==> config.mk <==
export PLATFORM = sky130hd
export DESIGN_NAME = dvv_sock_hub
export DESIGN_NICKNAME = d
export VERILOG_FILES = /design/src/rtl/dvv_sock_hub.sv
export SDC_FILE = /design/constraint.sdc
export NUM_CORES = 1
export LEC_CHECK = 0
export ABC_AREA = 0
export CAP_MARGIN = 15
export CORE_MARGIN = 2
export CORE_UTILIZATION = 50
export DETAILED_ROUTE_END_ITERATION = 8
export GPL_ROUTABILITY_DRIVEN = 0
export PLACE_DENSITY = 0.67
export SLEW_MARGIN = 25
export SYNTH_ARGS = -nofsm -noshare
export SYNTH_HDL_FRONTEND = slang
export SYNTH_SLANG_ARGS = --single-unit
==> constraint.sdc <==
create_clock -name clk -period 4.2 [get_ports clk]
set_clock_uncertainty 0.1 [all_clocks]
set_input_delay 0.63 -clock clk [delete_from_list [all_inputs] [get_ports clk]]
set_output_delay 0.63 -clock clk [all_outputs]
set_load 0.1 [all_outputs]
==> src/rtl/dvv_sock_hub.sv <==
// N-channel transaction socket: per-channel FIFOs merged by a round-robin arbiter
// into one registered valid/ready stream tagged with the source channel.
module dvv_sock_hub #(
   parameter int DW    = 32,
   parameter int CH    = 4,
   parameter int DEPTH = 4,
   localparam int CW   = $clog2(CH),
   localparam int LW   = $clog2(DEPTH) + 1
) (
   input  logic             clk,
   input  logic             resetn,
   input  logic             flush,
   input  logic [CH*DW-1:0] in_data,
   input  logic [CH-1:0]    in_vld,
   output logic [CH-1:0]    in_rdy,
   output logic [DW-1:0]    out_data,
   output logic [CW-1:0]    out_ch,
   output logic             out_vld,
   input  logic             out_rdy,
   output logic [CH*LW-1:0] fill
);

   localparam int PW = LW - 1;

   logic [LW-1:0] r_cnt [CH];
   logic [PW-1:0] r_wp  [CH];
   logic [PW-1:0] r_rp  [CH];
   logic [DW-1:0] r_mem [CH][DEPTH];
   logic [CW-1:0] r_rr;
   logic [DW-1:0] r_out_data;
   logic [CW-1:0] r_out_ch;
   logic          r_out_vld;

   logic [CH-1:0] w_nempty;
   logic [CH-1:0] w_rdy;
   logic [CH-1:0] w_push;
   logic [CH-1:0] w_pop;
   logic [CW-1:0] w_scan [CH];
   logic [CW-1:0] w_grant;
   logic [CW-1:0] w_next;
   logic          w_load;

   genvar g;
   generate
      for (g = 0; g < CH; g++) begin : g_ch
         assign w_nempty[g]         = (r_cnt[g] != LW'(0));
         // A full channel refuses a push even when it is popped this cycle.
         assign w_rdy[g]            = (r_cnt[g] != LW'(DEPTH)) & ~flush;
         assign w_push[g]           = in_vld[g] & w_rdy[g];
         assign w_pop[g]            = w_load & (w_grant == CW'(g));
         assign fill[g*LW +: LW]    = r_cnt[g];
      end
   endgenerate

   assign in_rdy   = w_rdy;
   assign out_data = r_out_data;
   assign out_ch   = r_out_ch;
   assign out_vld  = r_out_vld;

   assign w_load = (~r_out_vld | out_rdy) & (|w_nempty) & ~flush;
   assign w_next = (w_grant == CW'(CH - 1)) ? CW'(0) : (w_grant + CW'(1));

   // Channel indices in scan order, starting at the round-robin pointer.
   always_comb begin
      for (int i = 0; i < CH; i++) begin
         w_scan[i] = CW'((int'(r_rr) + i) % CH);
      end
   end

   // Grant: first non-empty channel in scan order; later entries are overridden.
   always_comb begin
      w_grant = r_rr;
      for (int i = CH - 1; i >= 0; i--) begin
         w_grant = w_nempty[w_scan[i]] ? w_scan[i] : w_grant;
      end
   end

   // FIFO occupancy and read/write pointers.
   always_ff @(posedge clk or negedge resetn) begin
      if (!resetn) begin
         for (int c = 0; c < CH; c++) begin
            r_cnt[c] <= LW'(0);
            r_wp[c]  <= PW'(0);
            r_rp[c]  <= PW'(0);
         end
      end else if (flush) begin
         for (int c = 0; c < CH; c++) begin
            r_cnt[c] <= LW'(0);
            r_wp[c]  <= PW'(0);
            r_rp[c]  <= PW'(0);
         end
      end else begin
         for (int c = 0; c < CH; c++) begin
            if (w_push[c]) begin
               r_wp[c] <= r_wp[c] + PW'(1);
            end
            if (w_pop[c]) begin
               r_rp[c] <= r_rp[c] + PW'(1);
            end
            case ({w_push[c], w_pop[c]})
               2'b10:   r_cnt[c] <= r_cnt[c] + LW'(1);
               2'b01:   r_cnt[c] <= r_cnt[c] - LW'(1);
               default: r_cnt[c] <= r_cnt[c];
            endcase
         end
      end
   end

   // FIFO storage; contents are don't-care until written, so no reset.
   always_ff @(posedge clk) begin
      for (int c = 0; c < CH; c++) begin
         if (w_push[c]) begin
            r_mem[c][r_wp[c]] <= in_data[c*DW +: DW];
         end
      end
   end

   // Output register and round-robin pointer; data and channel hold when not loading.
   always_ff @(posedge clk or negedge resetn) begin
      if (!resetn) begin
         r_out_vld  <= 1'b0;
         r_out_data <= DW'(0);
         r_out_ch   <= CW'(0);
         r_rr       <= CW'(0);
      end else if (flush) begin
         r_out_vld  <= 1'b0;
         r_rr       <= CW'(0);
      end else if (w_load) begin
         r_out_vld  <= 1'b1;
         r_out_data <= r_mem[w_grant][r_rp[w_grant]];
         r_out_ch   <= w_grant;
         r_rr       <= w_next;
      end else if (out_rdy) begin
         r_out_vld  <= 1'b0;
      end
   end

endmodule

# Yosys cells after proc, flatten, opt, wreduce, memory -nomap -nowiden
# Memories as Yosys holds them, arrays and structs flattened.
# Index checks and enable logic that the tools add are counted.
# W data, S select, Z words.
[word_totals]
ramBits = 512
input_bits = 136
out_inout_bits = 51
wordCells = 169
ff_bits = 65
memories = 1
[memory_table]
columns = ["name", "words", "width", "read_ports", "rd_ports_with_merged_regs", "write_ports", "line_no", "source"]
rows = [
  ["r_mem", 4, 128, 1, 0, 4, "28", "logic [DW-1:0] r_mem [CH][DEPTH];"],
]
[op_classes]
add_sub_neg = 20
n_reduce_logical = 25
n_mux = 55
eq_ne = 15
bitwise_logic = 23
n_lt_le_gt_ge = 14
[ops]
columns = ["cell", "n"]
rows = [
  ["$mux W128", 4],
  ["$demux W32 S2", 4],
  ["$mux W32", 6],
  ["$bmux W32 S2", 1],
  ["$mux W2", 17],
  ["$reduce_bool A3 Y1", 9],
  ["$pmux W3 S2", 4],
  ["$add A2 B1 Y2 const B", 10],
  ["$ge A3 B3 Y1 const B", 6],
  ["$not A2 Y3", 6],
  ["$reduce_bool A2 Y1", 9],
  ["$mux W8", 2],
  ["$and A1 B1 Y1", 14],
  ["$add A3 B1 Y3 const B", 4],
  ["$eq A2 B2 Y1 const B", 6],
  ["$lt A2 B3 Y1 const B", 4],
  ["$lt A3 B1 Y1 const B", 4],
  ["$mux W12", 1],
  ["$ne A3 B3 Y1 const B", 4],
  ["$sub A3 B1 Y3 const B", 4],
  ["$mux W1", 11],
  ["$eq A2 B1 Y1 const B", 5],
  ["$bmux W1 S2", 4],
  ["$add A2 B2 Y2 const B", 2],
  ["7 further kinds", 11],
]

# Depth between registers and ports, before layout
# Gate-level depths: netlist of the first run.
[logic_depth]
depth_word = 15
ltp_mapped = 15
depth_no_buf = 12

# Worst setup path before layout of the first run
# No wires, ideal clock.
[synth_path]
kind = "reg2reg"
from = "reg r_cnt (netlist bit fill[6])"
to = "mem r_mem[2][0] in the netlist's numbering (enable)"
path_stages_with_launch = 4
required_ns = 3.708
period_less_slack_ns = 4.596
path_slack_ns = -0.396
path_buffers = 0
arrival_ns = 4.103
setup_ns = 0.392
cell_sequence = "dfrtp_1 > inv_1 > a31oi_1 > and3_1"
[synth_lines]
columns = ["item", "line_no", "source"]
rows = [
  ["start: declaration", "25", "logic [LW-1:0] r_cnt [CH];"],
  ["start signal: indexed assignment", "101", "2'b10: r_cnt[c] <= r_cnt[c] + LW'(1);"],
  ["start signal: indexed assignment", "102", "2'b01: r_cnt[c] <= r_cnt[c] - LW'(1);"],
  ["start signal: indexed assignment", "103", "default: r_cnt[c] <= r_cnt[c];"],
  ["end: declaration", "28", ""],
]

# Final worst setup path of the first run
[layout_path]
from = "reg r_cnt (netlist bit fill[9])"
to = "reg r_cnt (netlist bit fill[2])"
[layout_via]
elab_chain_cells = 12
elab_cells_between_ends = 23
cone_classes = "eq/ne: 2; mux: 14; bitwise: 3; reduce/logical: 4"
[layout_lines]
columns = ["item", "line_no", "source"]
rows = [
  ["$reduce_bool A3 Y1 (*)", "46", "assign w_nempty[g] = (r_cnt[g] != LW'(0));"],
  ["$bmux W1 S2", "74", "w_grant = w_nempty[w_scan[i]] ? w_scan[i] : w_grant;"],
  ["$mux W1 (implied by the code)", "74", ""],
  ["$mux W2 (4 in a row)", "74", ""],
  ["$logic_not A2 Y1", "50", "assign w_pop[g] = w_load & (w_grant == CW'(g));"],
  ["$and A1 B1 Y1 (*)", "50", ""],
  ["$eq A2 B1 Y1 or $eq A2 B2 Y1 (tied branches)", "100", "case ({w_push[c], w_pop[c]})"],
  ["$pmux W3 S2", "100", ""],
  ["$mux W12", "86", "end else if (flush) begin"],
]
# Mark *: on every way between the ends. The rest lies on a longest branch, timed or not. The select of a mux whose other input is x is not followed.
# A chain may end at the register's enable or synchronous reset.

==> results of run 1 <==
state kept, by name (all words and copies together) (netlist names):
register and flops:
r_rp 8, r_wp 8, r_rr 2, fill 12, out_data 32, out_ch 2
out_vld 1, r_mem 512
cells in the mapped netlist, types with 32 or more instances:
cell type / count / area [um^2]
edfxtp_1: 512 / 15400
nand2_1: 161 / 604
and3_1: 124 / 776
a211oi_1: 111 / 833
mux2i_1: 100 / 1000
clkbuf_1: 82 / 308
dfrtp_1: 65 / 1630
a221oi_1: 64 / 561
nand3_1: 61 / 305
o21ai_1: 37 / 185
a31oi_1: 33 / 206
o211ai_1: 33 / 248
a2111oi_0: 32 / 280
logic make-up (layout without fill, tap and decap cells):
group / Yosys count / count (layout) / synth area share (%)
compound gates: 351 / 351 / 10.9
xor+xnor: 15 / 15 / 0.555
fa+ha+maj: 21 / 21 / 1.24
buf+inv: 139 / 360 / 2.65
flops: 577 / 577 / 71.8
mux: 100 / 100 / 4.23
other cells: 0 / 4 / 0
simple gates: 409 / 409 / 8.61
worst paths after layout:
path / from / endpoint / slack, ps / depth (start not counted)
worst max-delay path: fill[9] / fill[2] / 360 / 10
min in group clk: out_ch[1] / out_ch[1] / 380 / 2
worst min-delay path: resetn / out_data[23] / 40 / 1
worst max register to register: fill[9] / fill[2] / 360 / 10
worst min register to register: out_ch[1] / out_ch[1] / 380 / 2
max in group asynchronous: resetn / r_wp[7] / 3140 / 2
layer usage:
layer / track usage (%) / vias to the layer above / share of wire [%]
met5: 0 / - / 0.020
li1: - / 6717 / -
met2: 43.6 / 743 / 48
met1: 38.0 / 7745 / 42
met4: 8.63 / 2 / 2.4
met3: 4.21 / 124 / 8.3
through the flow:
step / cells / area [um^2]
after floorplan: 1612 / 23700
after global placement: 2331 / 26400
after detailed placement: 2331 / 26400
after CTS: 2440 / 28300
after global routing: 2444 / 28300
final: 2444 / 28300
worst max-delay path, delay by kind of cell, from the launching register on:
| kind | cells | cell delay (ps) |
|---|---|---|
| buffers and inverters | 2 | 680 |
| AOI/OAI and AO/OA | 2 | 650 |
| and+or+nand+nor | 3 | 1130 |
| adders and majority gates | 1 | 310 |
| xor gates and xnor gates | 1 | 160 |
| muxes | 1 | 220 |
| DFF | 1 | 460 |
area by class of cell:
type	instances	area [um^2]	share of cell area (%)
Inverter	14	56.3	0.199
Multi-Input combinational cell	896	6120	21.6
Timing Repair Buffer	237	2450	8.66
Tap cell	607	759	2.68
Clock inverter	33	307	1.08
Antenna cell	4	10.0	0.0354
Clock buffer	76	1600	5.65
Sequential cell	577	17000	60.1
==> metrics.md, run 1 <==
| Metric | Value |
|---|---|
| Final worst path period share | `91.5%` |
| Final Worst Setup Slack | `358 ps` |
| Share of flip-flops with an asynchronous set or reset | `11.3%` |
| Dpl hpwl | `39100 um` |
| Post-layout util | `60.7%` |
| Synth Cell Area | `0.0237 mm^2` |
| Distinct cells, synth | `54` |
| # IOs | `187` |
| First-pass GRT wire length | `98700 um` |
| Slowest stage delay, CP | `580 ps` |
| Status | `complete, but fails checks` |
| CTS Buf Count | `58` |
| Unrepaired setup endpoints after global routing | `no` |
| Fillers | `3570` |
| Fmax | `260 MHz` |
| Resized cells post-CTS | `0` |
| Initial antenna violation count | `5` |
| Post-synth EDFFs | `512` |
| Routed len/inst | `27.3 um` |
| Commonest non-fill, non-tap cells in the layout | `edfxtp_1, clkdlybuf4s50_1, nand2_1` |
| Drt pass-1 iters | `7` |
| #FFs+latches synth | `577` |
| CP arrival | `4230 ps` |
| Relative slew margins | `29.7%` |
| Violated checks | `DRC` |
| TritonCTS clock tree | `done` |
| Largest net degree at the start of global routing | `99` |
| Layout cells sized above 1 | `10.1%` |
| Syn_area_per_cell | `14.7 um^2` |
| Hold Buf Count CTS | `0` |
| Worst-Skew Late Latency | `620 ps` |
| Die W | `222 um` |
| Clk sink count | `577` |
| Slowest cell on crit path | `nor4_1` |
| IO buf count | `186` |
| Hold Slack | `38.5 ps` |
| Routed via count | `15300` |
| Pins over their slew limit | `0` |
| Mapped Cells | `1612` |
| Area Growth Syn to Fin | `19.6%` |
| Worst setup SP type | `flop` |
| Worst-margin pin slew | `1050 ps` |
| Class of the most critical setup path | `reg2reg` |
| GRT Residual Overflow | `0` |
| Vias in the first global route | `15300` |
| Max Cap Violations | `0` |
| Die Area | `0.0491 mm^2` |
| Synth Flop Type | `edfxtp_1` |
| Nets | `1941` |
| CP max FO | `25` |
| Postcts setup bufs | `0` |
| Residual DRC | `11` |
| Root buffer cell | `clkbuf_16` |
| Total Neg Setup Slack | `0 ps` |
| Pre-CTS WS | `394 ps` |
| CTS Buffer Depth | `3` |
| Hold Violations, Final | `0` |
| CP endpoint kind | `flop` |
| Via/cell ratio | `6.27` |
| Min Tclk post-route | `3840 ps` |
| GRT Total Usage | `27.0%` |
| Post-synthesis sequential area ratio | `71.8%` |
| Critical Path RT | `4590 ps` |
| Starting Density | `50.7%` |
| CTS H-Tree Depth | `2` |
| Row count | `79` |
| Worst hold path class | `in2async` |
| # setup viols final | `0` |
| DRT iter0 DRCs | `1602` |
| Syn nets | `1769` |
| Post-route ant nets | `0` |
| Synth warnings | `0` |
| Core Box Area | `0.0467 mm^2` |
| Worst-path clk slew | `60 ps` |
| Most common cell after layout, fill and taps aside | `edfxtp_1` |
| Chip Height | `222 um` |
| Routed wire length | `66600 um` |
| CP Cell Sequence | `or3_1 -> o22ai_1 -> a221o_4 -> clkinv_2 -> buf_4 -> nor4_1 -> fa_1 -> mux2i_1 -> xor2_1 -> nor2_1` |
Power of run 1 is left out: the tool's default activity adds up to more than one toggle a clock period on the data nets, which glitch-free logic cannot reach.
==> run 2, diff against run 1 <==
--- a/config.mk
+++ b/config.mk
@@ -5,7 +5,7 @@
 export SDC_FILE = /design/constraint.sdc
 export NUM_CORES = 1
 export LEC_CHECK = 0
-export ABC_AREA = 0
+export ABC_AREA = 1
 export CAP_MARGIN = 15
 export CORE_MARGIN = 2
 export CORE_UTILIZATION = 50
==> run 2 against run 1 <==
Against the previous run:
- non-clock buffer count is 7 lower
- first-iteration DRC count rose by 24%
- the flow now finishes without violations
- utilization decreased by 1.3 points
- synthesized cell count is 50% higher
- maximum frequency is 0.18% higher
- count of clock-buffer cells in the layout is 10 higher
- critical path type unchanged
- die area is 11% higher
==> metrics.md, run 2 <==
| Metric | Value |
|---|---|
| Status | `complete, no violations` |
| Area contributors post-synth | `edfxtp_1, nand2_1, dfrtp_1, nor2_1, nand3_2` |
| Layout cells sized above 1 | `10.9%` |
| GRT Residual Overflow | `0` |
| Fillers | `4094` |
| Share of flip-flops with an asynchronous set or reset | `11.3%` |
| Top post-synthesis cells by count | `nand2_1, edfxtp_1, nor2_1` |
| Post-synth EDFFs | `512` |
| Fmax | `261 MHz` |
| Class of the most critical setup path | `reg2reg` |
| Nets | `2703` |
| Min Tclk post-route | `3840 ps` |
| Relative slew margins | `28.3%` |
| Syn_area_per_cell | `10.8 um^2` |
| Row count | `83` |
| Resized cells post-CTS | `0` |
| DRT iter0 DRCs | `1989` |
| #FFs+latches synth | `577` |
| CP endpoint kind | `flop` |
| TritonCTS clock tree | `done` |
| CP Cell Sequence | `inv_2 -> nand3_1 -> nand3_1 -> nand2_1 -> inv_1 -> nand2_1 -> nand2_8 -> nand2_8 -> inv_2 -> nand2_1 -> nor2_2 -> nand2_1 -> inv_1 -> fa_1 -> xnor2_1 -> xor2_1 -> nand3_1 -> o21ai_0` |
| Dpl hpwl | `41100 um` |
| Synth top area share | `58.6%` |
| Area leader, netlist | `edfxtp_1` |
| Distinct cells, synth | `39` |
| First-pass GRT wire length | `108000 um` |
| Worst setup SP type | `flop` |
| Initial antenna violation count | `5` |
| Post-route ant nets | `0` |
| Die W | `233 um` |
| Post-synthesis sequential area ratio | `64.8%` |
| Slowest cell on crit path | `dfrtp_1` |
| Syn nets | `2576` |
| GRT Total Usage | `26.7%` |
| Worst-margin pin slew | `1070 ps` |
| Most common cell after layout, fill and taps aside | `nand2_1` |
| Core Box Area | `0.0516 mm^2` |
| Commonest non-fill, non-tap cells in the layout | `nand2_1, edfxtp_1, nor2_1` |
| CTS Buf Count | `58` |
| CTS H-Tree Depth | `2` |
| Pins over their slew limit | `0` |
| Die Area | `0.0543 mm^2` |
| Clk sink count | `577` |
| CP max FO | `51` |
| Vias in the first global route | `17700` |
| Routed len/inst | `21.9 um` |
| CP arrival | `4270 ps` |
| # IOs | `187` |
| Worst hold path class | `reg2reg` |
| Final worst path period share | `91.3%` |
| Drt pass-1 iters | `5` |
| Most used cell, CP | `nand2_1` |
| Postcts setup bufs | `0` |
| Largest net degree at the start of global routing | `260` |
| Synth Flop Type | `edfxtp_1` |
| Via/cell ratio | `5.65` |
| CTS Buffer Depth | `3` |
| Max Cap Violations | `0` |
| Starting Density | `50.8%` |
| Synth warnings | `0` |
| Buf/Inv on CP | `4` |
| Chip Height | `233 um` |
| Residual DRC | `0` |
| IO buf count | `186` |
| Max reg flops | `512` |
| Area Growth Syn to Fin | `16.8%` |
| Routed via count | `18500` |
| Routed wire length | `71900 um` |
| Slowest stage delay, CP | `580 ps` |
| Worst-Skew Late Latency | `620 ps` |
| Mapped Cells | `2419` |
| Unrepaired setup endpoints after global routing | `no` |
| Top Family by Delay on Critical Path | `simple AND/OR/NAND/NOR gates` |
| Worst-path clk slew | `60 ps` |
| # setup viols final | `0` |
| Synth Cell Area | `0.0262 mm^2` |
| Hold Violations, Final | `0` |
| Critical Path RT | `4640 ps` |
| Root buffer cell | `clkbuf_16` |
| Post-layout util | `59.4%` |
| Count leader, synth | `nand2_1` |
[run 2: worst min-delay path, cell delays in order (launching register included)]
cell and delay [ps]:
dfrtp_1 350, nand2_1 50, nand2_1 50
[run 2: kinds of logic after synthesis]
group | share of synthesized area (%)
adders and majority gates | 1.12
DFF | 64.8
and+or+nand+nor | 25.4
muxes | 0.0382
buffers and inverters | 5.72
xor gates and xnor gates | 0.267
AOI/OAI and AO/OA | 2.61
[run 2: layer usage]
metal | wire length [um] | vias up | global-route usage (%) | part of all wire, %
met3 | 5820 | 132 | 3.39 | 8.1
met4 | 1940 | 4 | 8.90 | 2.7
li1 | - | 8575 | - | -
met2 | 34400 | 844 | 43.3 | 48
met5 | 23 | - | 0 | 0.032
met1 | 29700 | 8964 | 37.5 | 41
[run 2: stage by stage]
step	setup TNS (ps)	std cells	cell area, um^2	setup WS, ps	hold WS, ps
floorplan	-79260	2419	26300	-363	234
global placement	0	3164	28700	623	356
detailed placement	0	3164	28700	444	373
CTS	0	3274	30600	403	381
global route	0	3278	30600	44.7	406
finish	0	3279	30600	364	386
[run 2: final timing paths]
kind / startpoint / end / slack (ps) / depth (start not counted)
worst max-delay path: r_rr[0] / fill[2] / 360 / 18
worst min-delay path: out_data[10] / out_data[10] / 390 / 2
worst max register to register: r_rr[0] / fill[2] / 360 / 18
worst min register to register: out_data[10] / out_data[10] / 390 / 2
max in group asynchronous: resetn / out_data[14] / 2590 / 3
min in group asynchronous: resetn / out_data[23] / 550 / 2
[run 2: what timing repair did]
action | 4_1_cts | 5_1_grt
setup endpoints to repair | 0 | 0
hold buffers | 1 | 0
endpoints found under the hold margin | 8 | 0
[run 2: cell type report]
type	instances	area, um^2	area share [%]
Sequential cell	577	17000	55.5
Multi-Input combinational cell	1552	7920	25.9
Timing Repair Buffer	230	2490	8.13
Clock buffer	86	1670	5.44
Tap cell	680	851	2.78
Inverter	127	477	1.56
Clock inverter	23	216	0.707
Antenna cell	4	10.0	0.0327
Power of run 2 is left out for the same reason.
